### config.mk
export PLATFORM = sky130hd
export DESIGN_NAME = psg_bus_controller
export DESIGN_NICKNAME = d
export VERILOG_FILES = /design/src/rtl/psg_pkg.sv /design/src/rtl/psg_ready_timer.sv /design/src/rtl/psg_bus_controller.sv
export SDC_FILE = /design/constraint.sdc
export NUM_CORES = 1
export LEC_CHECK = 0
export CAP_MARGIN = 40
export CORE_MARGIN = 5
export CORE_UTILIZATION = 37
export CTS_CLUSTER_SIZE = 40
export DETAILED_ROUTE_END_ITERATION = 16
export GPL_ROUTABILITY_DRIVEN = 0
export GPL_TIMING_DRIVEN = 0
export HOLD_SLACK_MARGIN = 0.12
export PLACE_DENSITY = 0.71
export RECOVER_POWER = 25
export SLEW_MARGIN = 30
export SYNTH_ARGS = -nofsm -noshare
export SYNTH_HDL_FRONTEND = slang
export SYNTH_HIERARCHICAL = 1
export SYNTH_SLANG_ARGS = --single-unit
### constraint.sdc
create_clock -name clk -period 1.6 [get_ports clk]
set_clock_uncertainty 0.1 [all_clocks]
set_input_delay 0.24 -clock clk [delete_from_list [all_inputs] [get_ports clk]]
set_output_delay 0.24 -clock clk [all_outputs]
set_load 0.01 [all_outputs]
### src/rtl/psg_pkg.sv
// Shared types and constants for the PSG host-bus register interface.
package psg_pkg;

    localparam int COUNTER_BITS_DEFAULT = 10;

    typedef logic [1:0] chan_t;

    typedef enum logic {
        LATCH_TONE  = 1'b0,
        LATCH_ATTEN = 1'b1
    } latch_type_t;

    typedef enum logic {
        ST_IDLE = 1'b0,
        ST_BUSY = 1'b1
    } bus_state_t;

    localparam chan_t      NOISE_CHAN   = 2'd3;
    localparam logic [3:0] ATTEN_SILENT = 4'hF;

    // Channel field of a latch byte
    function automatic chan_t byte_chan(input logic [7:0] b);
        return b[6:5];
    endfunction

    // Register-type field of a latch byte
    function automatic latch_type_t byte_type(input logic [7:0] b);
        return latch_type_t'(b[4]);
    endfunction

endpackage

### src/rtl/psg_ready_timer.sv
// Busy countdown after an accepted write. busy stays high while further
// busy cycles remain after the current one, so BUSY->IDLE lands on time.
module psg_ready_timer #(
    parameter int BUSY_CYCLES = 32
) (
    input  logic clk,
    input  logic rst_n,
    input  logic start,
    output logic busy
);

    localparam int CW = $clog2(BUSY_CYCLES + 1);

    logic [CW-1:0] cnt_r;

    // Load on start, count down to zero, then hold
    always_ff @(posedge clk) begin
        if (!rst_n) begin
            cnt_r <= '0;
        end else if (start) begin
            cnt_r <= CW'(BUSY_CYCLES - 1);
        end else if (cnt_r != '0) begin
            cnt_r <= cnt_r - CW'(1);
        end else begin
            cnt_r <= cnt_r;
        end
    end

    assign busy = (cnt_r != '0);

endmodule

### src/rtl/psg_bus_controller.sv
// PSG host-bus controller: latch/data byte decode into tone, attenuation and
// noise registers, plus clk_en prescaler. Optional macro PSG_READY_HANDSHAKE_EN.
module psg_bus_controller
    import psg_pkg::*;
#(
    parameter int COUNTER_BITS = COUNTER_BITS_DEFAULT,
    parameter int BUSY_CYCLES  = 32,
    parameter int CLK_DIV      = 16
) (
    input  logic                      clk,
    input  logic                      rst_n,
    input  logic                      wr,
    input  logic [7:0]                data,
    output logic                      ready,
    output logic [3*COUNTER_BITS-1:0] tone_freq,
    output logic [15:0]               attenuation,
    output logic [2:0]                noise_control,
    output logic                      restart_noise,
    output logic                      clk_en
);

    localparam int PW = (CLK_DIV > 1) ? $clog2(CLK_DIV) : 1;

    logic                    ready_s;
    logic                    accept_s;
    logic [COUNTER_BITS-1:0] tone_r [3];
    logic [3:0]              atten_r [4];
    logic [2:0]              noise_r;
    logic                    restart_r;
    chan_t                   latch_ch_r;
    latch_type_t             latch_type_r;
    logic [PW-1:0]           presc_r;
    logic                    clk_en_r;

`ifdef PSG_READY_HANDSHAKE_EN
    bus_state_t state_r;
    bus_state_t state_nxt_s;
    logic       start_s;
    logic       busy_s;

    // Handshake state register
    always_ff @(posedge clk) begin
        if (!rst_n) begin
            state_r <= ST_IDLE;
        end else begin
            state_r <= state_nxt_s;
        end
    end

    // Next state and timer start
    always_comb begin
        state_nxt_s = state_r;
        start_s     = 1'b0;
        case (state_r)
            ST_IDLE: begin
                if (wr) begin
                    state_nxt_s = ST_BUSY;
                    start_s     = 1'b1;
                end else begin
                    state_nxt_s = ST_IDLE;
                end
            end
            ST_BUSY: begin
                if (busy_s) begin
                    state_nxt_s = ST_BUSY;
                end else begin
                    state_nxt_s = ST_IDLE;
                end
            end
            default: state_nxt_s = ST_IDLE;
        endcase
    end

    psg_ready_timer #(
        .BUSY_CYCLES(BUSY_CYCLES)
    ) u_ready_timer (
        .clk   (clk),
        .rst_n (rst_n),
        .start (start_s),
        .busy  (busy_s)
    );

    assign ready_s = (state_r == ST_IDLE);
`else
    assign ready_s = 1'b1;
`endif

    assign accept_s = wr & ready_s;

    // Byte decode into the register file; restart pulses on every noise write
    always_ff @(posedge clk) begin
        if (!rst_n) begin
            for (int i = 0; i < 3; i++) tone_r[i] <= '0;
            for (int i = 0; i < 4; i++) atten_r[i] <= ATTEN_SILENT;
            noise_r      <= 3'b000;
            restart_r    <= 1'b0;
            latch_ch_r   <= 2'd0;
            latch_type_r <= LATCH_TONE;
        end else begin
            restart_r <= 1'b0;
            if (accept_s) begin
                if (data[7]) begin
                    latch_ch_r   <= byte_chan(data);
                    latch_type_r <= byte_type(data);
                    if (byte_type(data) == LATCH_ATTEN) begin
                        atten_r[byte_chan(data)] <= data[3:0];
                    end else if (byte_chan(data) == NOISE_CHAN) begin
                        noise_r   <= data[2:0];
                        restart_r <= 1'b1;
                    end else begin
                        tone_r[byte_chan(data)][3:0] <= data[3:0];
                    end
                end else begin
                    if (latch_type_r == LATCH_ATTEN) begin
                        atten_r[latch_ch_r] <= data[3:0];
                    end else if (latch_ch_r == NOISE_CHAN) begin
                        noise_r   <= data[2:0];
                        restart_r <= 1'b1;
                    end else begin
                        tone_r[latch_ch_r][9:4] <= data[5:0];
                    end
                end
            end
        end
    end

    // Free-running prescaler; clk_en fires as the count wraps
    always_ff @(posedge clk) begin
        if (!rst_n) begin
            presc_r  <= '0;
            clk_en_r <= 1'b0;
        end else if (presc_r == PW'(CLK_DIV - 1)) begin
            presc_r  <= '0;
            clk_en_r <= 1'b1;
        end else begin
            presc_r  <= presc_r + PW'(1);
            clk_en_r <= 1'b0;
        end
    end

    assign ready         = ready_s;
    assign tone_freq     = {tone_r[2], tone_r[1], tone_r[0]};
    assign attenuation   = {atten_r[3], atten_r[2], atten_r[1], atten_r[0]};
    assign noise_control = noise_r;
    assign restart_noise = restart_r;
    assign clk_en        = clk_en_r;

endmodule
==> results.sh, run 1 <==
export IMPL_async_flop_share_pct=0
export IMPL_r2r_end="atten_r[1][3]"
export IMPL_sw_frac_of_total_pct=23.3
export IMPL_setup_viol=0
export IMPL_yosysSeqAreaShare_pct=66.6
export IMPL_seq_area_um2=1630
export IMPL_hold_end="latch_ch_r[1]"
export IMPL_cp_start_kind="flop"
export IMPL_syn_inst=192
export IMPL_synth_top_area_share_pct=56.8
export IMPL_ys_ff_latch=58
export IMPL_rows=29
export IMPL_drive_above_1_share_pct=20.8
export IMPL_ys_warn_count=6
export IMPL_wirelength_um=5570
export IMPL_placed_cells=329
export IMPL_drc_errors=0
export IMPL_cts_buffer_depth=2
export IMPL_antenna_found_initial=0
export IMPL_min_path_type="in2reg"
export IMPL_p_leak_nw=1.25
export IMPL_vias=1742
export IMPL_routed_via_density=4.89
export IMPL_p_comb_share_pct=11.4
export IMPL_drv_slew=0
export IMPL_firstDrtPassIters=4
export IMPL_dieArea_um2=8300
export IMPL_pwr_share_clk_pct=34.0
export IMPL_first_global_vias=1781
export IMPL_min_from="data[6]"
export IMPL_cts_tree="done"
export IMPL_tightestPinTransition_ns=0.560
export IMPL_syn_cell_area_um2=2430
export IMPL_dr_first_iter_drc_count=74
export IMPL_dieWidth_um=91.1
export IMPL_whs_path_depth=3
export IMPL_numCtsBuffers=9
export IMPL_stdcell_count=356
export IMPL_antenna_cells=0
export IMPL_ioPinCount=63
export IMPL_yosys_top_cells_area="edfxtp_1, dfxtp_1, and2_1"
export IMPL_seqPwrFrac_pct=54.6
export IMPL_hpwl_um=3740
export IMPL_period_share_pct=98.6
export IMPL_cts_root_buf="clkbuf_8"
export IMPL_clk_latency_ns=0.32
export IMPL_ir_worst_vdd_mv=0.636
export IMPL_grt_usage_pct=13.7
export IMPL_rr_startpoint="latch_type_r"
export IMPL_cts_hold_buf=0
export IMPL_fp_dieH_um=91.1
export IMPL_path_class="reg2reg"
export IMPL_syn_nets=204
export IMPL_synth_commonest_cells="edfxtp_1, and2_1, nand2_1"
export IMPL_nets=286
export IMPL_clk_pin_slew_ns=0.06
export IMPL_nFillCells=559
export IMPL_routedWlPerCell_um=15.6
export IMPL_rsz0062_at_grt="true"
export IMPL_r2r_setup_slack_ns=0.02
export IMPL_cp_required_ns=1.57
export IMPL_pwr_density_cell_nw_per_um2=870
export IMPL_synth_edff_count=46
export IMPL_syn2layout_area_growth_pct=47.0
export IMPL_initial_core_util_pct=38.1
export IMPL_end_kind="flop"
export IMPL_grt_pass1_wl_um=8760
export IMPL_synth_cell_type_count=37
export IMPL_internal_power_mw=2.39
export IMPL_fmax_mhz=634
export IMPL_clock_sinks=58
export IMPL_syn_avg_cell_area_um2=12.7
export IMPL_crit_fanout=6
export IMPL_drtAntennaViolNets=0
export IMPL_status="complete, no violations"
export IMPL_synthFlopType="edfxtp_1"
export IMPL_grt_max_degree=11
export IMPL_hold_viol=0
export IMPL_relSlewSlack_pct=62.7
export IMPL_grt_ovfl_total=0
export IMPL_postLayoutCoreUtil_pct=56.0
export IMPL_yosysTopAreaCell="edfxtp_1"
export IMPL_synth_most_common_cell="edfxtp_1"
export IMPL_power_switching_uw=726
export IMPL_core_area_um2=6390
export IMPL_fin_crit_ns=1.58
export IMPL_arrival_ns=1.55
export IMPL_portBuffers=60
export IMPL_h_tree_depth=3
export IMPL_maxCapViolations=0
export IMPL_reg2regPathDepth=4
export IMPL_multi_input_area_um2=921
-- state kept, by name, indices dropped and copies added (netlist names) --
signal         flops
presc_r            4
clk_en             1
restart_noise      1
latch_ch_r         2
tone_r            30
atten_r           16
latch_type_r       1
noise_control      3
-- metal layers --
metal	up-vias	global-route usage, %	wire, µm	part of all wire (%)
met5	-	0	0	0
met4	0	8.92	214	3.8
met3	15	3.88	302	5.4
met2	57	23.2	2810	50
met1	819	14.9	2240	40
li1	851	-	-	-
-- stage by stage --
stage	instance area (µm²)	total power, mW	setup TNS [ns]	worst slack, ns	hold slack, ns
3_3_place_gp	3150	2.03	-54.36	-0.794	0.345
6_report	3580	3.11	0	0.0223	0.176
4_1_cts	3560	3.14	0	0.00785	0.242
5_1_grt	3580	3.25	-0.221	-0.0451	0.181
2_1_floorplan	2450	1.87	-0.00362	-0.00362	0.288
3_5_place_dp	3150	2.03	-59.09	-0.845	0.346
-- repair_timing --
item | 4_1_cts | 5_1_grt
pin swaps | 7 | 7
resized for setup | 47 | 13
setup endpoints to repair | 89 | 44
buffers inserted | 10 | 1
-- final cells by class --
cell class | instances | area share [%]
flip-flops and latches | 58 | 45.5
multi-input cells | 116 | 25.7
repair buffers | 71 | 18.6
clock buffers | 11 | 3.67
well taps | 77 | 2.69
plain buffers | 12 | 2.59
inverters | 6 | 0.629
clock inverters | 5 | 0.594
-- worst max-delay path by stage --
stage                             start            end  cells after the start
final                      latch_type_r  atten_r[1][3]                      4
after global routing       latch_type_r  atten_r[0][3]                      4
after CTS                       data[7]   tone_r[0][9]                      5
after detailed placement          rst_n  atten_r[1][2]                      4
after global placement            rst_n  atten_r[1][0]                      4
after floorplan           latch_ch_r[1]  atten_r[2][3]                      3
-- placed cells by master (no fill, tap or decap), types with 3 or more instances in the layout --
cell / synthesis / final
clkbuf_8: 0 / 9
nand2b_4: 0 / 6
nand3_1: 5 / 4
or3b_1: 3 / 3
nand2_1: 15 / 15
a21oi_1: 6 / 6
clkbuf_1: 5 / 5
and2_1: 29 / 29
nor4_4: 0 / 3
edfxtp_1: 46 / 46
dfxtp_1: 12 / 10
clkbuf_2: 1 / 5
buf_6: 0 / 5
dlygate4sd2_1: 0 / 3
nand4b_1: 4 / 4
nor2_1: 4 / 4
clkdlybuf4s50_1: 0 / 53
nand2b_1: 11 / 4
buf_4: 2 / 12
or3_1: 9 / 9
clkinv_1: 0 / 3
inv_1: 6 / 6
mux2i_1: 3 / 3
-- kinds of logic after synthesis --
family / share of synthesized area, %
buf+inv: 3.34
mux: 1.23
fa+ha+maj: 0.514
compound gates: 5.30
simple gates: 22.5
other cells: 0.154
xor+xnor: 0.360
flops: 66.6
-- critical path: stages, from the launching register on --
cell and delay, ns:
dfxtp_2 0.32, buf_6 0.12, nand4b_1 0.15, o22a_2 0.30, or3b_1 0.35
-- power groups by stage --
stage | Combinational, mW | Sequential [mW] | Clock (mW)
after global routing | 0.380 | 1.71 | 1.17
after global placement | 0.292 | 1.73 | 0
after floorplan | 0.114 | 1.76 | 0
after CTS | 0.352 | 1.70 | 1.08
final | 0.354 | 1.70 | 1.06
after detailed placement | 0.298 | 1.74 | 0
No activity file was read; power rests on OpenSTA's default activity.
==> run 2, diff against run 1 <==
--- a/config.mk
+++ b/config.mk
@@ -15,6 +15,7 @@
 export HOLD_SLACK_MARGIN = 0.12
 export PLACE_DENSITY = 0.71
 export RECOVER_POWER = 25
+export REMOVE_ABC_BUFFERS = 1
 export SLEW_MARGIN = 30
 export SYNTH_ARGS = -nofsm -noshare
 export SYNTH_HDL_FRONTEND = slang
==> results.sh, run 2 (synthesis gave the netlist of run 1 again) <==
export IMPL_status="complete, no violations"
export IMPL_crit_fanout=6
export IMPL_end_kind="flop"
export IMPL_reg2regPathDepth=3
export IMPL_timing_final_ws_setup_ns=0.0152
export IMPL_dieArea_um2=8300
export IMPL_fin_crit_ns=1.58
export IMPL_final_common_cell="clkdlybuf4s50_1"
export IMPL_crit_family="simple AND/OR/NAND/NOR gates"
export IMPL_routedWlPerCell_um=15.9
export IMPL_p_leak_nw=1.33
export IMPL_nets=281
export IMPL_numCtsBuffers=9
export IMPL_min_path_type="in2reg"
export IMPL_antenna_found_initial=0
export IMPL_stdcell_count=351
export IMPL_ir_worst_vdd_mv=0.639
export IMPL_top_regs="tone_r (30), atten_r (16), presc_r (4)"
export IMPL_cts_buffer_depth=2
export IMPL_initial_core_util_pct=38.1
export IMPL_postLayoutCoreUtil_pct=56.2
export IMPL_total_power_mw=3.22
export IMPL_drc_errors=0
export IMPL_cp_start_kind="flop"
export IMPL_hold_end="latch_ch_r[1]"
export IMPL_hold_viol=0
export IMPL_seq_area_um2=1630
export IMPL_top_register="tone_r"
export IMPL_hpwl_um=3570
export IMPL_placed_cells=319
export IMPL_cts_root_buf="clkbuf_8"
export IMPL_r2r_setup_slack_ns=0.02
export IMPL_path_class="reg2reg"
export IMPL_cp_required_ns=1.58
export IMPL_drv_slew=0
export IMPL_grt_pass1_wl_um=8830
export IMPL_antenna_cells=0
export IMPL_drive_above_1_share_pct=22.3
export IMPL_grt_ovfl_total=0
export IMPL_nFillCells=536
export IMPL_drtAntennaViolNets=0
export IMPL_cts_tree="done"
export IMPL_wirelength_um=5580
export IMPL_dieWidth_um=91.1
export IMPL_largest_reg_flops=30
export IMPL_crit_slowest_cell="dfxtp_4"
export IMPL_whs_path_depth=3
export IMPL_pwr_density_cell_nw_per_um2=898
export IMPL_clk_pin_slew_ns=0.06
export IMPL_grt_max_degree=18
export IMPL_portBuffers=61
export IMPL_slowest_delay_ns=0.40
export IMPL_clock_sinks=58
export IMPL_fmax_mhz=631
export IMPL_dr_first_iter_drc_count=79
export IMPL_grt_usage_pct=14.0
export IMPL_first_global_vias=1792
export IMPL_vias=1764
export IMPL_h_tree_depth=3
export IMPL_min_from="data[6]"
export IMPL_clk_latency_ns=0.33
export IMPL_maxCapViolations=0
export IMPL_relSlewSlack_pct=66.5
export IMPL_syn2layout_area_growth_pct=47.4
export IMPL_r2r_end="atten_r[1][3]"
export IMPL_ioPinCount=63
export IMPL_rr_startpoint="latch_type_r"
export IMPL_setup_viol=0
export IMPL_rows=29
export IMPL_fp_dieH_um=91.1
export IMPL_path_cells="nand4b_1, o22a_2, or3b_1"
export IMPL_routed_via_density=5.03
export IMPL_multi_input_area_um2=898
export IMPL_arrival_ns=1.56
export IMPL_crit_cells=3
export IMPL_mostFrequentLayoutCells="clkdlybuf4s50_1, edfxtp_1, and2_1"
export IMPL_rsz0062_at_grt="true"
export IMPL_period_share_pct=99.0
export IMPL_hold_ws_ns=0.155
export IMPL_pre_cts_ws_ns=-1.11
export IMPL_firstDrtPassIters=4
export IMPL_tightestPinTransition_ns=0.501
export IMPL_core_area_um2=6390
export IMPL_cp_num_buf_inv=0
## run 2: cell types whose count changed in the layout (fill, tap and decap cells not counted), sizes merged
cell / change
dlygate4sd3: +1
clkdlybuf4s18: +1
buf: -1
o21a: +1
dlygate4sd2: -3
dlymetal6s2s: +7
clkbuf: -4
clkinv: -2
clkdlybuf4s15: +1
clkdlybuf4s50: -6
## run 2: area by class of cell
type                            count  share of cell area (%)
Clock inverter                      3                   0.419
Inverter                            6                   0.628
Tap cell                           77                    2.69
Multi-Input combinational cell    117                    25.1
Sequential cell                    58                    45.5
Timing Repair Buffer               77                    21.2
Clock buffer                       13                    4.43
## run 2: worst register-to-register path: stages, from the launching register on
cell and delay, ns:
dfxtp_4 0.40, nand4b_1 0.17, o22a_2 0.32, or3b_1 0.35
## run 2: routing by layer
layer	wire length, µm	vias to the layer above	GRT usage (%)
met4	108	0	7.82
li1	-	847	-
met3	404	11	4.55
met2	2790	65	23.1
met1	2280	841	16.0
met5	0	-	0
## run 2: how the worst max path moves through the flow
stage | from | end | slack (ns)
6_report | latch_type_r | atten_r[1][3] | 0.02
3_5_place_dp | rst_n | tone_r[0][4] | -1.11
2_1_floorplan | latch_ch_r[1] | atten_r[2][0] | -0.09
4_1_cts | data[3] | atten_r[0][3] | 0.006
3_3_place_gp | rst_n | tone_r[0][6] | -1.41
5_1_grt | latch_type_r | atten_r[1][3] | -0.03
## run 2: per-stage QoR
stage	setup TNS, ns	cell area [µm²]
3_5_place_dp	-75.17	3100
2_1_floorplan	-1.47	2370
5_1_grt	-0.0741	3590
3_3_place_gp	-104.32	3080
6_report	0	3590
4_1_cts	0	3480
## run 2: repair_timing
item | 4_1_cts | 5_1_grt
pin swaps | 6 | 4
gates cloned | 1 | 0
endpoints found under the hold margin | 1 | 0
buffers inserted | 8 | 6
resized for setup | 47 | 27
setup endpoints to repair | 91 | 52
hold buffers | 1 | 0
## run 2: where the power goes
part           internal, mW  total (mW)  switching [mW]
combinational         0.163       0.339           0.176
sequential             1.68        1.71          0.0270
clock                 0.639        1.18           0.536
